`src/rtl/prog_loader.sv`:
```
// Boot-time program loader: streams bytes into the instruction memory from address 0 and
// holds the CPU in reset until a clean load. Define PROG_LOADER_CHECKSUM_EN for a trailing checksum byte.
module prog_loader #(
    parameter int ADDR_W = 5,
    parameter int DATA_W = 8,
    parameter int DEPTH  = 32
) (
    input  logic              clk,
    input  logic              rst_,
    input  logic              start,
    input  logic [ADDR_W:0]   len,
    input  logic [DATA_W-1:0] in_data,
    input  logic              in_valid,
    output logic              in_ready,
    output logic [ADDR_W-1:0] mem_addr,
    output logic [DATA_W-1:0] mem_data,
    output logic              mem_write,
    output logic              mem_read,
    output logic              busy,
    output logic              done,
    output logic              error,
    output logic              cpu_rst_,
    output logic [ADDR_W:0]   load_count
);

    // Handshake: a byte transfers on any posedge where in_valid && in_ready; in_ready is
    // registered and never depends on in_valid, and in_data is captured on that edge.
    typedef enum logic [1:0] {IDLE, LOAD, DRAIN, FINISH} state_t;

    localparam logic [ADDR_W:0] DEPTH_C = (ADDR_W+1)'(DEPTH);

    state_t          state, state_d;
    logic [ADDR_W:0] len_q;
    logic [ADDR_W:0] cnt_inc;
    logic            bad_q;
    logic            start_ok, start_bad, pay_acc, all_in, ready_d, chk_fail;

`ifdef PROG_LOADER_CHECKSUM_EN
    logic [DATA_W-1:0] sum_q;
    logic              chk_got_q, chk_bad_q, chk_acc;

    // Once len payload bytes are in, the next accepted byte is the checksum.
    assign chk_acc  = (state == LOAD) && in_valid && in_ready && (load_count == len_q);
    assign all_in   = (load_count == len_q) && chk_got_q;
    assign ready_d  = (cnt_inc < len_q) || !(chk_got_q || chk_acc);
    assign chk_fail = chk_bad_q;

    always_ff @(posedge clk or negedge rst_) begin
        if (!rst_) begin
            sum_q     <= '0;
            chk_got_q <= 1'b0;
            chk_bad_q <= 1'b0;
        end else if (start_ok) begin
            sum_q     <= '0;
            chk_got_q <= 1'b0;
            chk_bad_q <= 1'b0;
        end else begin
            if (pay_acc) sum_q <= sum_q + in_data;
            if (chk_acc) begin
                chk_got_q <= 1'b1;
                chk_bad_q <= (in_data != sum_q);
            end
        end
    end
`else
    assign all_in   = (load_count == len_q);
    assign ready_d  = (cnt_inc < len_q);
    assign chk_fail = 1'b0;
`endif

    always_comb begin
        state_d   = state;
        start_ok  = 1'b0;
        start_bad = 1'b0;
        pay_acc   = 1'b0;
        case (state)
            IDLE: begin
                if (start) begin
                    if (len != '0 && len <= DEPTH_C) begin
                        start_ok = 1'b1;
                        state_d  = LOAD;
                    end else begin
                        start_bad = 1'b1;
                    end
                end
            end
            LOAD: begin
                pay_acc = in_valid && in_ready && (load_count < len_q);
                // Leave one cycle after the final accept so its write is issued before DRAIN.
                if (all_in) state_d = DRAIN;
            end
            DRAIN:   state_d = FINISH;
            FINISH:  state_d = IDLE;
            default: state_d = IDLE;
        endcase
        cnt_inc = load_count + {{ADDR_W{1'b0}}, pay_acc};
    end

    always_ff @(posedge clk or negedge rst_) begin
        if (!rst_) state <= IDLE;
        else       state <= state_d;
    end

    always_ff @(posedge clk or negedge rst_) begin
        if (!rst_) begin
            in_ready   <= 1'b0;
            mem_addr   <= '0;
            mem_data   <= '0;
            mem_write  <= 1'b0;
            error      <= 1'b0;
            cpu_rst_   <= 1'b0;
            load_count <= '0;
            len_q      <= '0;
            bad_q      <= 1'b0;
        end else begin
            mem_write <= pay_acc;
            bad_q     <= start_bad;
            if (start_ok) begin
                len_q      <= len;
                error      <= 1'b0;
                load_count <= '0;
                cpu_rst_   <= 1'b0;
                in_ready   <= 1'b1;
            end else begin
                in_ready <= (state == LOAD) && ready_d;
                if (start_bad) error <= 1'b1;
                if (pay_acc) begin
                    mem_addr   <= load_count[ADDR_W-1:0];
                    mem_data   <= in_data;
                    load_count <= cnt_inc;
                end
                if (state == DRAIN) begin
                    cpu_rst_ <= !chk_fail;
                    if (chk_fail) error <= 1'b1;
                end
            end
        end
    end

    // The loader only ever writes; reads belong to the CPU once released.
    assign mem_read = 1'b0;
    assign busy     = (state == LOAD) || (state == DRAIN);
    assign done     = (state == FINISH) || bad_q;

endmodule

```
`config.mk`:
```
export PLATFORM = sky130hd
export DESIGN_NAME = prog_loader
export DESIGN_NICKNAME = d
export VERILOG_FILES = /design/src/rtl/prog_loader.sv
export SDC_FILE = /design/constraint.sdc
export NUM_CORES = 1
export LEC_CHECK = 0
export BUFFER_PORTS_ARGS = -buffer_cell sky130_fd_sc_hd__buf_4
export CAP_MARGIN = 20
export CORE_MARGIN = 2
export CORE_UTILIZATION = 47
export CTS_BUF_LIST = sky130_fd_sc_hd__clkbuf_16
export CTS_CLUSTER_DIAMETER = 30
export DETAILED_ROUTE_END_ITERATION = 8
export PLACE_DENSITY = 0.77
export RECOVER_POWER = 50
export SKIP_LAST_GASP = 1
export SLEW_MARGIN = 25
export SYNTH_ARGS = -nofsm -noshare
export SYNTH_HDL_FRONTEND = slang
export SYNTH_SLANG_ARGS = --single-unit
```
`constraint.sdc`:
```
create_clock -name clk -period 3 [get_ports clk]
set_clock_uncertainty 0.1 [all_clocks]
set_input_delay 0.15 -clock clk [delete_from_list [all_inputs] [get_ports clk]]
set_output_delay 0.15 -clock clk [all_outputs]
set_load 0.05 [all_outputs]
```
# Yosys cells after proc, flatten, opt, wreduce, memory -nomap -nowiden
# Index checks and enable logic that the tools add are counted.
# W data, S select, Z words.
# word_totals
word_cells	53
mem_count	0
out_inout_bits	26
mem_bits_rw	0
ff_bits	32
input_bits	18
rom_bits	0
latch_bits	0
# op_classes
n_bitwise	1
reduce_logical	13
shifts	0
div	0
mux	18
add_sub_neg	1
eq_ne	7
mul	0
order_cmp	3
# op_table
cell	count
$lt A6 B6 Y1	2
$mux W1	12
$mux W6	2
$pmux W2 S4	1
$add A6 B1 Y6	1
$eq A6 B6 Y1	1
$le A6 B6 Y1 const B	1
$mux W2	3
$ne A2 B2 Y1 const B	3
$reduce_bool A2 Y1	3
$reduce_bool A6 Y1	1
$eq A2 B2 Y1 const B	2
$logic_and A1 B1 Y1	4
$reduce_and A3 Y1	1
$eq A2 B1 Y1 const B	1
$logic_not A2 Y1	1
$logic_or A1 B1 Y1	2
$reduce_and A2 Y1	1
$not A1 Y1	1

# Depth between registers and ports, before layout
# Gate-level depths: netlist (run 1).
# logic_depth
word_depth	7
mapped_depth	15
mapped_depth_nobuf	14

# Least setup slack after synthesis (run 1)
# Ideal clock, no wire load.
# synth_path
path_kind	flip-flop to flip-flop
start	register load_count[3]
end	register in_ready
stages_incl_launch_ff	15
period_less_slack_ns	3.514
setup_ns	0.065
path_slack_ns	-0.514
path_buffers	1
t_required_ns	2.835
t_arrival_ns	3.349
cell_sequence	dfrtp_1 -> ha_1 -> a211oi_1 -> nor2_1 -> or3_1 -> clkbuf_1 -> inv_1 -> ha_1 -> nand3_1 -> or2_2 -> xnor2_1 -> ha_1 -> nor3b_1 -> nor2_1 -> nand2_1
# synth_between
elab_chain_len	7
# synth_rtl
item	line	rtl
start, declared	23	output logic [ADDR_W:0] load_count
start signal, assigned	130	load_count <= cnt_inc;
$lt A6 B6 Y1	88	pay_acc = in_valid && in_ready && (load_count < len_q);
$logic_and A1 B1 Y1	88	
$mux W1	76	case (state)
via pay_acc	36	logic start_ok, start_bad, pay_acc, all_in, ready_d, chk_fail;
$add A6 B1 Y6	96	cnt_inc = load_count + {{ADDR_W{1'b0}}, pay_acc};
$lt A6 B6 Y1	67	assign ready_d = (cnt_inc < len_q);
$logic_and A1 B1 Y1	125	in_ready <= (state == LOAD) && ready_d;
$mux W1	118	if (start_ok) begin
end signal, assigned	125	
end, declared	14	output logic in_ready,
# The timed path passes the listed nets, and every way through them passes these cells.
# A chain may end at the register's enable or synchronous reset.

# Worst setup path in the final report (run 1)
# Same ends and word-level chain as after synthesis.

==> results of run 1 <==
==> registers in the layout (all words and copies together) (netlist names) <==
register	count
in_ready	1
mem_data	8
error	1
bad_q	1
mem_addr	5
state	2
len_q	6
load_count	6
cpu_rst_	1
mem_write	1
==> synth_stat cells, types with 2 or more instances <==
master,count
nand2_1,9
nor4_1,2
or2_2,2
mux2i_1,3
nor3b_1,2
dfrtp_1,32
or3_1,2
mux2_2,4
inv_1,11
a21oi_1,4
nand3_1,2
o21ai_0,10
a211oi_1,2
mux2_4,11
xnor2_1,6
nand2b_1,2
ha_1,18
nor2_1,11
==> cell families (layout without fill, tap and decap cells) <==
logic type,after synthesis,after routing,share of synthesized area
buffers and inverters,16,69,0.0504
adder cells (fa/ha/maj),18,18,0.128
XOR/XNOR,7,7,0.0348
multiplexers,18,18,0.136
flip-flops,32,32,0.455
AO/OA/AOI/OAI,19,19,0.0604
AND/OR/NAND/NOR,40,40,0.134
other,1,1,0.00213
==> timing repair <==
item | 4_1_cts | 5_1_grt
hold buffers | 2 | 0
endpoints found under the setup margin | 0 | 1
endpoints found under the hold margin | 33 | 0
setup buffers | 0 | 3
gates resized for setup | 0 | 16
==> cell type report <==
type                       count  share of cell area
tap                           48              0.0250
sequential                    32               0.337
clock inverter                 3              0.0161
timing repair buffer          50               0.138
inverter                      11              0.0182
clock buffer                   5              0.0521
multi-input combinational    103               0.413
==> layer usage <==
metal / share of wire / up-vias
met5: 0 / -
li1: - / 624
met4: 0.013 / 0
met1: 0.41 / 603
met3: 0.068 / 6
met2: 0.50 / 48
==> path summary, 6_finish.rpt <==
| path | slack, ps | cells after the start | end |
|---|---|---|---|
| worst min-delay path | 8 | 3 | len_q[2] |
| worst min register to register | 400 | 2 | cpu_rst_ |
| max in group asynchronous | 860 | 2 | load_count[3] |
| worst max register to register | 100 | 13 | in_ready |
| worst max-delay path | 100 | 13 | in_ready |
| min in group asynchronous | 760 | 2 | mem_data[4] |
==> report_power, final <==
part | internal (W) | leakage (nW) | switching (W)
logic | 0.000578 | 0.665 | 0.00103
registers | 0.000634 | 0.382 | 0.000144
clock network | 0.000386 | 0.0850 | 0.000166
total | 0.00160 | 1.13 | 0.00134
==> stage by stage <==
stage / cells / hold slack (ps) / instance area (um^2) / TNS (ps) / utilization
after floorplan: 151 / -246 / 1840 / 0 / -
after global placement: 239 / 5.73 / 2180 / 0 / 0.600
after detailed placement: 239 / 6.32 / 2180 / 0 / 0.600
after CTS: 249 / 4.86 / 2360 / 0 / 0.650
after global routing: 252 / 10.3 / 2400 / -38.4 / 0.662
final: 252 / 7.56 / 2400 / 0 / 0.662
==> worst min-delay path, delay by kind of cell <==
family                 cells  cell delay, ps
AND/OR/NAND/NOR            1              40
buffers and inverters      1              90
AO/OA/AOI/OAI              1              60
==> run metrics, run 1 <==
RR Startpoint=load_count[3]; Final Power=0.00293 W; GRT Residual Overflow=0; number of global-route vias before repair=between 1,000 and 1,500; Worst EP arrival=about 3000 ps; Buf/Inv on CP=1; Fin. Hold Viols=0; worst-skew pair later-pin latency=around 270 ps; share of post-route cells with drive strength above 1=0.426; sequential cell area=around 810 um^2; wire per inst=about 15 um; largest net degree at the start of global routing=33; number of max-cap violations=1; Worst VDD drop=approximately 0.95 mV; Post-Synthesis Cell Area=approximately 0.0018 mm^2; EDFF count, synth=0; Async SR Flop Fraction=1.00; full die area=0.00425 mm^2; drt drc=0; Final Critical Period=approximately 2900 ps; Hold Path Class=in2reg; Layout area overhead=36.4%; Final Routed Wirelength=roughly 3.8 mm; Vias=around 1,300; antenna violations before repair=0; core area=around 0.0036 mm^2; clk slew on worst S/H paths=around 50 ps; htree depth=2; Max Buffers Root-to-Sink=2; met1 GRT Util=0.240; HPWL Detailed=2.68 mm; RSZ-0062 raised after global routing=yes; type of origin of the critical path=flip-flop; fin nets=around 240; multi-input logic area=approximately 990 um^2; CP max-delay cell=dfrtp_4; Worst path max stage delay=about 510 ps; Final WS setup=99.7 ps; Critical Path Start=load_count[3]; Seq cells post-synth=32; Most used DFF post-synth=dfrtp_1; Cell variety after synth=36; post-route ant nets=0; kind of critical path=reg2reg; critical path's most frequent cell=ha_4; dominant cell type by area after synthesis=dfrtp_1; Slew HR=-0.115; Synth area leaders=dfrtp_1 45%, ha_1 13%, mux2_4 9.4%, xnor2_1 3.0%, o21ai_0 2.8%; first-pass GRT wire length=between 6 and 7 mm; routed vias/inst=just over 5; met2 usage=0.334; initial drt markers=72; syn nets=between 150 and 200; share of the synthesized area in the top cell type=0.455; cells after synthesis=151; crit-path cells=ha_4, a211oi_2, nor2_2, or3_4, inv_4, ha_4, nand3_4, or2_4, xnor2_2, ha_1, nor3b_2, nor2_1, nand2_1; gr usage total=0.192; Tightest Pin Transition=1670 ps; GRT busiest layer=met2; Pleak=around 1.1 nW; fillers=slightly above 300; CTS sink cnt=32; Power Density=around 1200 mW/mm^2; CTS tree=done; commonest cells after routing, fill and taps aside=35 x buf_4, 26 x dfrtp_1, 13 x ha_1, 13 x clkbuf_1, 11 x mux2_4; Worst EP required=a little over 3000 ps; PortBufs=42; Die Span X=around 65 um; num ports=44; Slew Viols, Final=33; Root Driver=clkbuf_16; Placer Congestion=about 0.92; most common cell after layout, fill and taps aside=buf_4; CTS Buf Count=5; part of the Yosys area used for sequential elements=0.455; DR pass1 iterations=4; failing checks=max-capacitance violations, max-slew violations; fin crit share=0.967; die span in y=65.2 um; ANT cells=0; global-route track usage on met3=0.0360; Hold Startpoint=len[2]; syn_area_per_cell=between 10 and 15 um^2; row count=22; Ys Warns=0; Final setup viols=0; fmax=between 0.3 and 0.4 GHz; CP endpoint kind=flip-flop; CP top delay family=simple AND/OR/NAND/NOR gates; status=finished, violations left; Initial Utilization=0.485; Post-Place Worst Slack=approximately 73 ps; Crit Path Max Fanout=5
Power figures use the tool's default switching activity.
==> run 2: changes to the inputs <==
--- a/config.mk
+++ b/config.mk
@@ -11,8 +11,9 @@
 export CORE_UTILIZATION = 47
 export CTS_BUF_LIST = sky130_fd_sc_hd__clkbuf_16
 export CTS_CLUSTER_DIAMETER = 30
+export CTS_CLUSTER_SIZE = 30
 export DETAILED_ROUTE_END_ITERATION = 8
-export PLACE_DENSITY = 0.77
+export PLACE_DENSITY = 0.75
 export RECOVER_POWER = 50
 export SKIP_LAST_GASP = 1
 export SLEW_MARGIN = 25
==> run 2 against run 1 <==
  * The run still ends with max-capacitance violations, max-slew violations left
  * Critical path depth is the same
  * Non-clock buffer count grew 2
  * Worst setup slack gained 8.2 ps
  * Register-to-register slack is essentially flat
  * Via count grew 1.2%
  * Routed wire length grew 0.86%
  * Power shrank 0.52%
  * Flip-flop and latch count is the same
  * Critical path type unchanged
  * Highest routed layer unchanged
==> run metrics, run 2 (synthesis gave the netlist of run 1 again) <==
Slew HR=-0.112; Worst EP arrival=around 3000 ps; Post-Place Worst Slack=50.8 ps; Root Driver=clkbuf_16; worst-skew pair later-pin latency=~280 ps; wire per inst=approximately 15 um; Biggest register=mem_data; GRT Residual Overflow=0; dpl cell area=around 0.0022 mm^2; HPWL Detailed=around 2.7 mm; Initial Utilization=0.485; core area=around 0.0036 mm^2; status=finished, violations left; share of post-route cells with drive strength above 1=0.417; clk slew on worst S/H paths=about 50 ps; fmax=around 0.35 GHz; CTS sink cnt=32; CTS tree=done; Worst EP required=~3100 ps; number of global-route vias before repair=between 1,000 and 1,500; commonest cells after routing, fill and taps aside=36 x buf_4, 26 x dfrtp_1, 13 x clkbuf_1; Layout area overhead=34.9%; drt drc=0; gr usage total=0.193; die span in y=roughly 65 um; Die Span X=~65 um; post-route ant nets=0; fin crit share=0.964; htree depth=2; num ports=44; DR pass1 iterations=4; Fin. Hold Viols=0; Final Routed Wirelength=around 3.9 mm; Vias=~1,300; Pleak=between 1 and 1.5 nW; Tightest Pin Transition=roughly 1700 ps; antenna violations before repair=0; Final WS setup=108 ps; number of max-cap violations=1; PortBufs=between 40 and 50; initial drt markers=66; ANT cells=0; max reg flops=8; fin nets=241; Power Density=about 1200 mW/mm^2; type of origin of the critical path=flip-flop; routed vias/inst=5.11; Slew Viols, Final=33; Final setup viols=0; Worst VDD drop=roughly 0.68 mV; Hold Path Class=in2reg; failing checks=max-capacitance violations, max-slew violations; full die area=0.00425 mm^2; row count=22; kind of critical path=reg2reg; Crit Path Max Fanout=4; Final Critical Period=~2900 ps; Max Buffers Root-to-Sink=2; biggest regs=mem_data x8, len_q x6, load_count x6; largest net degree at the start of global routing=33; CP endpoint kind=flip-flop; first-pass GRT wire length=~6.2 mm; CTS Buf Count=5; Placer Congestion=0.951; most common cell after layout, fill and taps aside=buf_4; post-route cell area=between 0.002 and 0.0025 mm^2
-- run 2: cell count changes in the layout (fill, tap and decap cells not counted), moves of 2 or more --
cell | previous run | this run
inv_2 | 1 | 3
nand3_4 | 2 | 0
o21ai_0 | 7 | 10
ha_2 | 1 | 3
o21ai_1 | 4 | 1
inv_1 | 10 | 8
-- run 2: worst max-delay path: stages, from the launching register on --
cell and delay [ps]:
dfrtp_4 500, ha_4 230, a211oi_2 170, nor2_1 110, or3_4 380, inv_2 80
ha_4 130, nand3_2 100, or2_4 270, xnor2_2 150, ha_1 310, nor3b_2 170
nor2_1 50, nand2_1 70
-- run 2: final timing paths --
kind / from / endpoint / slack [ps] / depth (start not counted)
setup reg to reg: load_count[3] / in_ready / 110 / 13
max in group asynchronous: rst_ / load_count[3] / 880 / 2
hold / removal: in_data[7] / mem_data[7] / 6 / 2
min in group asynchronous: rst_ / load_count[2] / 740 / 2
hold reg to reg: cpu_rst_ / cpu_rst_ / 410 / 2
setup / recovery: load_count[3] / in_ready / 110 / 13
-- run 2: final cells by class --
| class | instances | area [um^2] |
|---|---|---|
| Fill cell | 317 | 1260 |
| Timing Repair Buffer | 52 | 349 |
| Sequential cell | 32 | 811 |
| Clock buffer | 5 | 125 |
| Tap cell | 48 | 60.1 |
| Clock inverter | 3 | 42.5 |
| Inverter | 11 | 41.3 |
| Multi-Input combinational cell | 103 | 947 |
-- run 2: per-layer routing --
layer | up-vias | wire length (um) | track usage
li1 | 619 | - | -
met1 | 620 | 1660 | 0.234
met2 | 50 | 1890 | 0.332
met3 | 8 | 232 | 0.0479
met4 | 0 | 76 | 0.0703
met5 | - | 0 | 0
-- run 2: stage by stage --
step,total power [W],hold WS (ps),instances,utilization,setup TNS (ps)
finish,0.00292,5.99,254,0.654,0
global route,0.00310,2.61,254,0.654,-15.5
detailed placement,0.00237,13.3,239,0.600,0
floorplan,0.00194,-246,151,-,0
CTS,0.00296,2.99,250,0.654,0
global placement,0.00233,4.68,239,0.600,0
-- run 2: power by group --
part	switching [W]	total (W)	internal, W	leakage (nW)
Clock	0.000184	0.000574	0.000389	0.0798
Sequential	0.000134	0.000769	0.000634	0.382
Combinational	0.00101	0.00158	0.000567	0.660
-- run 2: timing repair --
item | in CTS | in global routing
hold buffers | 3 | 0
setup endpoints to repair | 0 | 1
resized for setup | 0 | 6
endpoints found under the hold margin | 34 | 0
buffers inserted | 0 | 4
==> run 3: changes to the inputs <==
--- a/config.mk
+++ b/config.mk
@@ -5,15 +5,16 @@
 export SDC_FILE = /design/constraint.sdc
 export NUM_CORES = 1
 export LEC_CHECK = 0
+export ABC_AREA = 1
 export BUFFER_PORTS_ARGS = -buffer_cell sky130_fd_sc_hd__buf_4
 export CAP_MARGIN = 20
 export CORE_MARGIN = 2
-export CORE_UTILIZATION = 47
+export CORE_UTILIZATION = 48
 export CTS_BUF_LIST = sky130_fd_sc_hd__clkbuf_16
 export CTS_CLUSTER_DIAMETER = 30
 export CTS_CLUSTER_SIZE = 30
 export DETAILED_ROUTE_END_ITERATION = 8
-export PLACE_DENSITY = 0.75
+export PLACE_DENSITY = 0.76
 export RECOVER_POWER = 50
 export SKIP_LAST_GASP = 1
 export SLEW_MARGIN = 25
==> run 3 against run 2 <==
  * The run ends with negative hold slack, max-capacitance violations, max-slew violations left
  * Routed wire length is 3.2% lower
  * Core utilization is 2.8 points lower
  * Fmax grew 6.0%
  * Synthesized cell count up 37%
  * Count of clock-buffer cells in the layout did not move
  * Register-to-register slack improved by 160 ps
  * Hold slack got worse by 6.5 ps
  * Power shrank 28%
  * Worst setup slack improved by 160 ps
  * Global-route usage is 0.59 points higher
  * Sequential share of layout area rose by 1.3 points
  * Non-clock buffer count decreased by 3
  * Highest routed layer unchanged
==> run metrics, run 3 <==
type of origin of the critical path=flip-flop; failing checks=negative hold slack, max-capacitance violations, max-slew violations; PortBufs=42; num ports=44; post-route ant nets=0; cells after synthesis=roughly 210; hold slack=-0.474 ps; Initial Utilization=0.499; ANT cells=0; Crit Path Max Fanout=5; Root Driver=clkbuf_16; clk slew on worst S/H paths=~50 ps; initial drt markers=102; DR pass1 iterations=4; number of max-cap violations=1; fillers=about 350; most common cell after layout, fill and taps aside=nand2_1; Slew HR=-0.135; fin nets=approximately 290; gr usage total=0.199; worst-skew pair later-pin latency=280 ps; CP endpoint kind=flip-flop; hold buffer count at CTS=4; Worst EP arrival=~2800 ps; core area=between 0.003 and 0.004 mm^2; max reg flops=8; Power Density=930 mW/mm^2; Synth Area in Simple Gates=0.288; status=finished, violations left; Fin. Hold Viols=1; dpl cell area=approximately 0.0021 mm^2; Async SR Flop Fraction=1.00; Post-Synthesis Cell Area=roughly 0.0018 mm^2; placed instance count=between 200 and 300; main combinational cell family by area after synthesis=simple AND/OR/NAND/NOR gates; mux share of post-synthesis cell area=0; share of the synthesized area in the top cell type=0.442; Biggest register=mem_data; number of global-route vias before repair=around 1,400; die span in y=approximately 65 um; Setup TNS=0 ps; postcts setup bufs=0; Pleak=1.22 nW; drt drc=0; EDFF count, synth=0; Post-Synth Adder-Cell Area=0.124; Post-CTS Resized=0; Vias=~1,500; htree depth=2; Placer Congestion=0.832; largest net degree at the start of global routing=33; fin cells=approximately 300; syn nets=approximately 240; Final setup viols=0; Most used DFF post-synth=dfrtp_1; most frequent cell after synthesis=nand2_1; share of post-route cells with drive strength above 1=0.234; Hold Path Class=in2reg; post-route cell area=about 0.0023 mm^2; commonest cells after routing, fill and taps aside=59 x nand2_1, 32 x buf_4, 28 x dfrtp_1; first-pass GRT wire length=between 6 and 7 mm; HPWL Detailed=2.71 mm; Max Buffers Root-to-Sink=2; Ys Warns=0; Slew Viols, Final=33; kind of critical path=reg2reg; Layout area overhead=25.4%; Worst EP required=3060 ps; most frequent cells after synthesis=59 x nand2_1, 32 x dfrtp_1, 24 x nand3_1; xor/xnor share of the synthesized area=0.00966; Cell variety after synth=26; Final Routed Wirelength=approximately 3.7 mm; dominant cell type by area after synthesis=dfrtp_1; Die Span X=between 60 and 70 um; RSZ-0062 raised after global routing=no; fin crit share=0.909; Seq cells post-synth=32; Synth Area in Compound Gates=0.0524; row count=22; Final Critical Period=about 2700 ps; CTS sink cnt=32; routed vias/inst=roughly 4.9; full die area=approximately 0.0043 mm^2; Worst VDD drop=0.580 mV; Tightest Pin Transition=1700 ps; syn_area_per_cell=8.76 um^2; wire per inst=12.3 um; CTS tree=done; antenna violations before repair=0; biggest regs=mem_data x8, len_q x6, load_count x6; part of the Yosys area used for sequential elements=0.442; GRT Residual Overflow=0; CTS Buf Count=5; fmax=0.367 GHz; Synth area leaders=dfrtp_1 44%, ha_1 12%, nand2_1 12%, nand3_1 6.6%, nand3_2 4.4%; post-route core utilization=0.626
run 3: logic make-up (layout without fill, tap and decap cells):
kind of cell    count (synthesis)  count (layout)
compound gates                 16              16
simple gates                  110             110
fa+ha+maj                      18              18
other cells                     1               1
flops                          32              32
buf+inv                        28              77
xor+xnor                        2               2
run 3: where the power goes:
group	leakage, nW	internal, W	total, W	switching [W]
Combinational	0.745	0.000282	0.000994	0.000712
Clock	0.0710	0.000300	0.000477	0.000176
Sequential	0.407	0.000571	0.000643	0.0000723
run 3: path summary, 6_finish.rpt:
kind                            endpoint  depth (start not counted)  slack [ps]     startpoint
max in group asynchronous  load_count[2]                          2         940           rst_
max reg2reg                     in_ready                         16         270  load_count[5]
min reg2reg                  mem_data[7]                          2         370    mem_data[7]
min                          mem_data[2]                          3        -0.5     in_data[2]
max                             in_ready                         16         270  load_count[5]
min in group asynchronous    mem_addr[3]                          2         750           rst_
run 3: worst max-delay path, stage by stage (launching register included):
cell and delay (ps):
dfrtp_2 430, ha_1 320, nand2_1 100, nor2_1 70, o21ai_1 70, nand2_1 70, nor2_2 100, ha_1 190
ha_1 200, nand3_1 100, xor2_1 170, ha_1 280, nand2_1 60, nor2_1 100, o21ai_0 90, o211ai_1 90
nand2_1 60
run 3: through the flow:
stage,power [W],setup WS [ps],hold slack [ps]
after floorplan,0.00142,2.12,-246
after global placement,0.00167,372,10.9
after detailed placement,0.00170,274,9.82
after CTS,0.00219,251,0.130
after global routing,0.00227,40.2,6.68
final,0.00211,273,-0.474
run 3: metal layers:
metal	global-route usage	part of all wire
met3	0.0377	0.055
met2	0.333	0.48
met1	0.241	0.43
met4	0.109	0.025
met5	0	0
run 3: layout make-up:
| type | count | area (um^2) | area share |
|---|---|---|---|
| clock buffers | 5 | 125 | 0.0550 |
| clock inverters | 3 | 13.8 | 0.00605 |
| inverters | 20 | 75.1 | 0.0330 |
| multi-input cells | 147 | 865 | 0.380 |
| flip-flops and latches | 32 | 806 | 0.354 |
| well taps | 48 | 60.1 | 0.0264 |
| repair buffers | 49 | 329 | 0.145 |
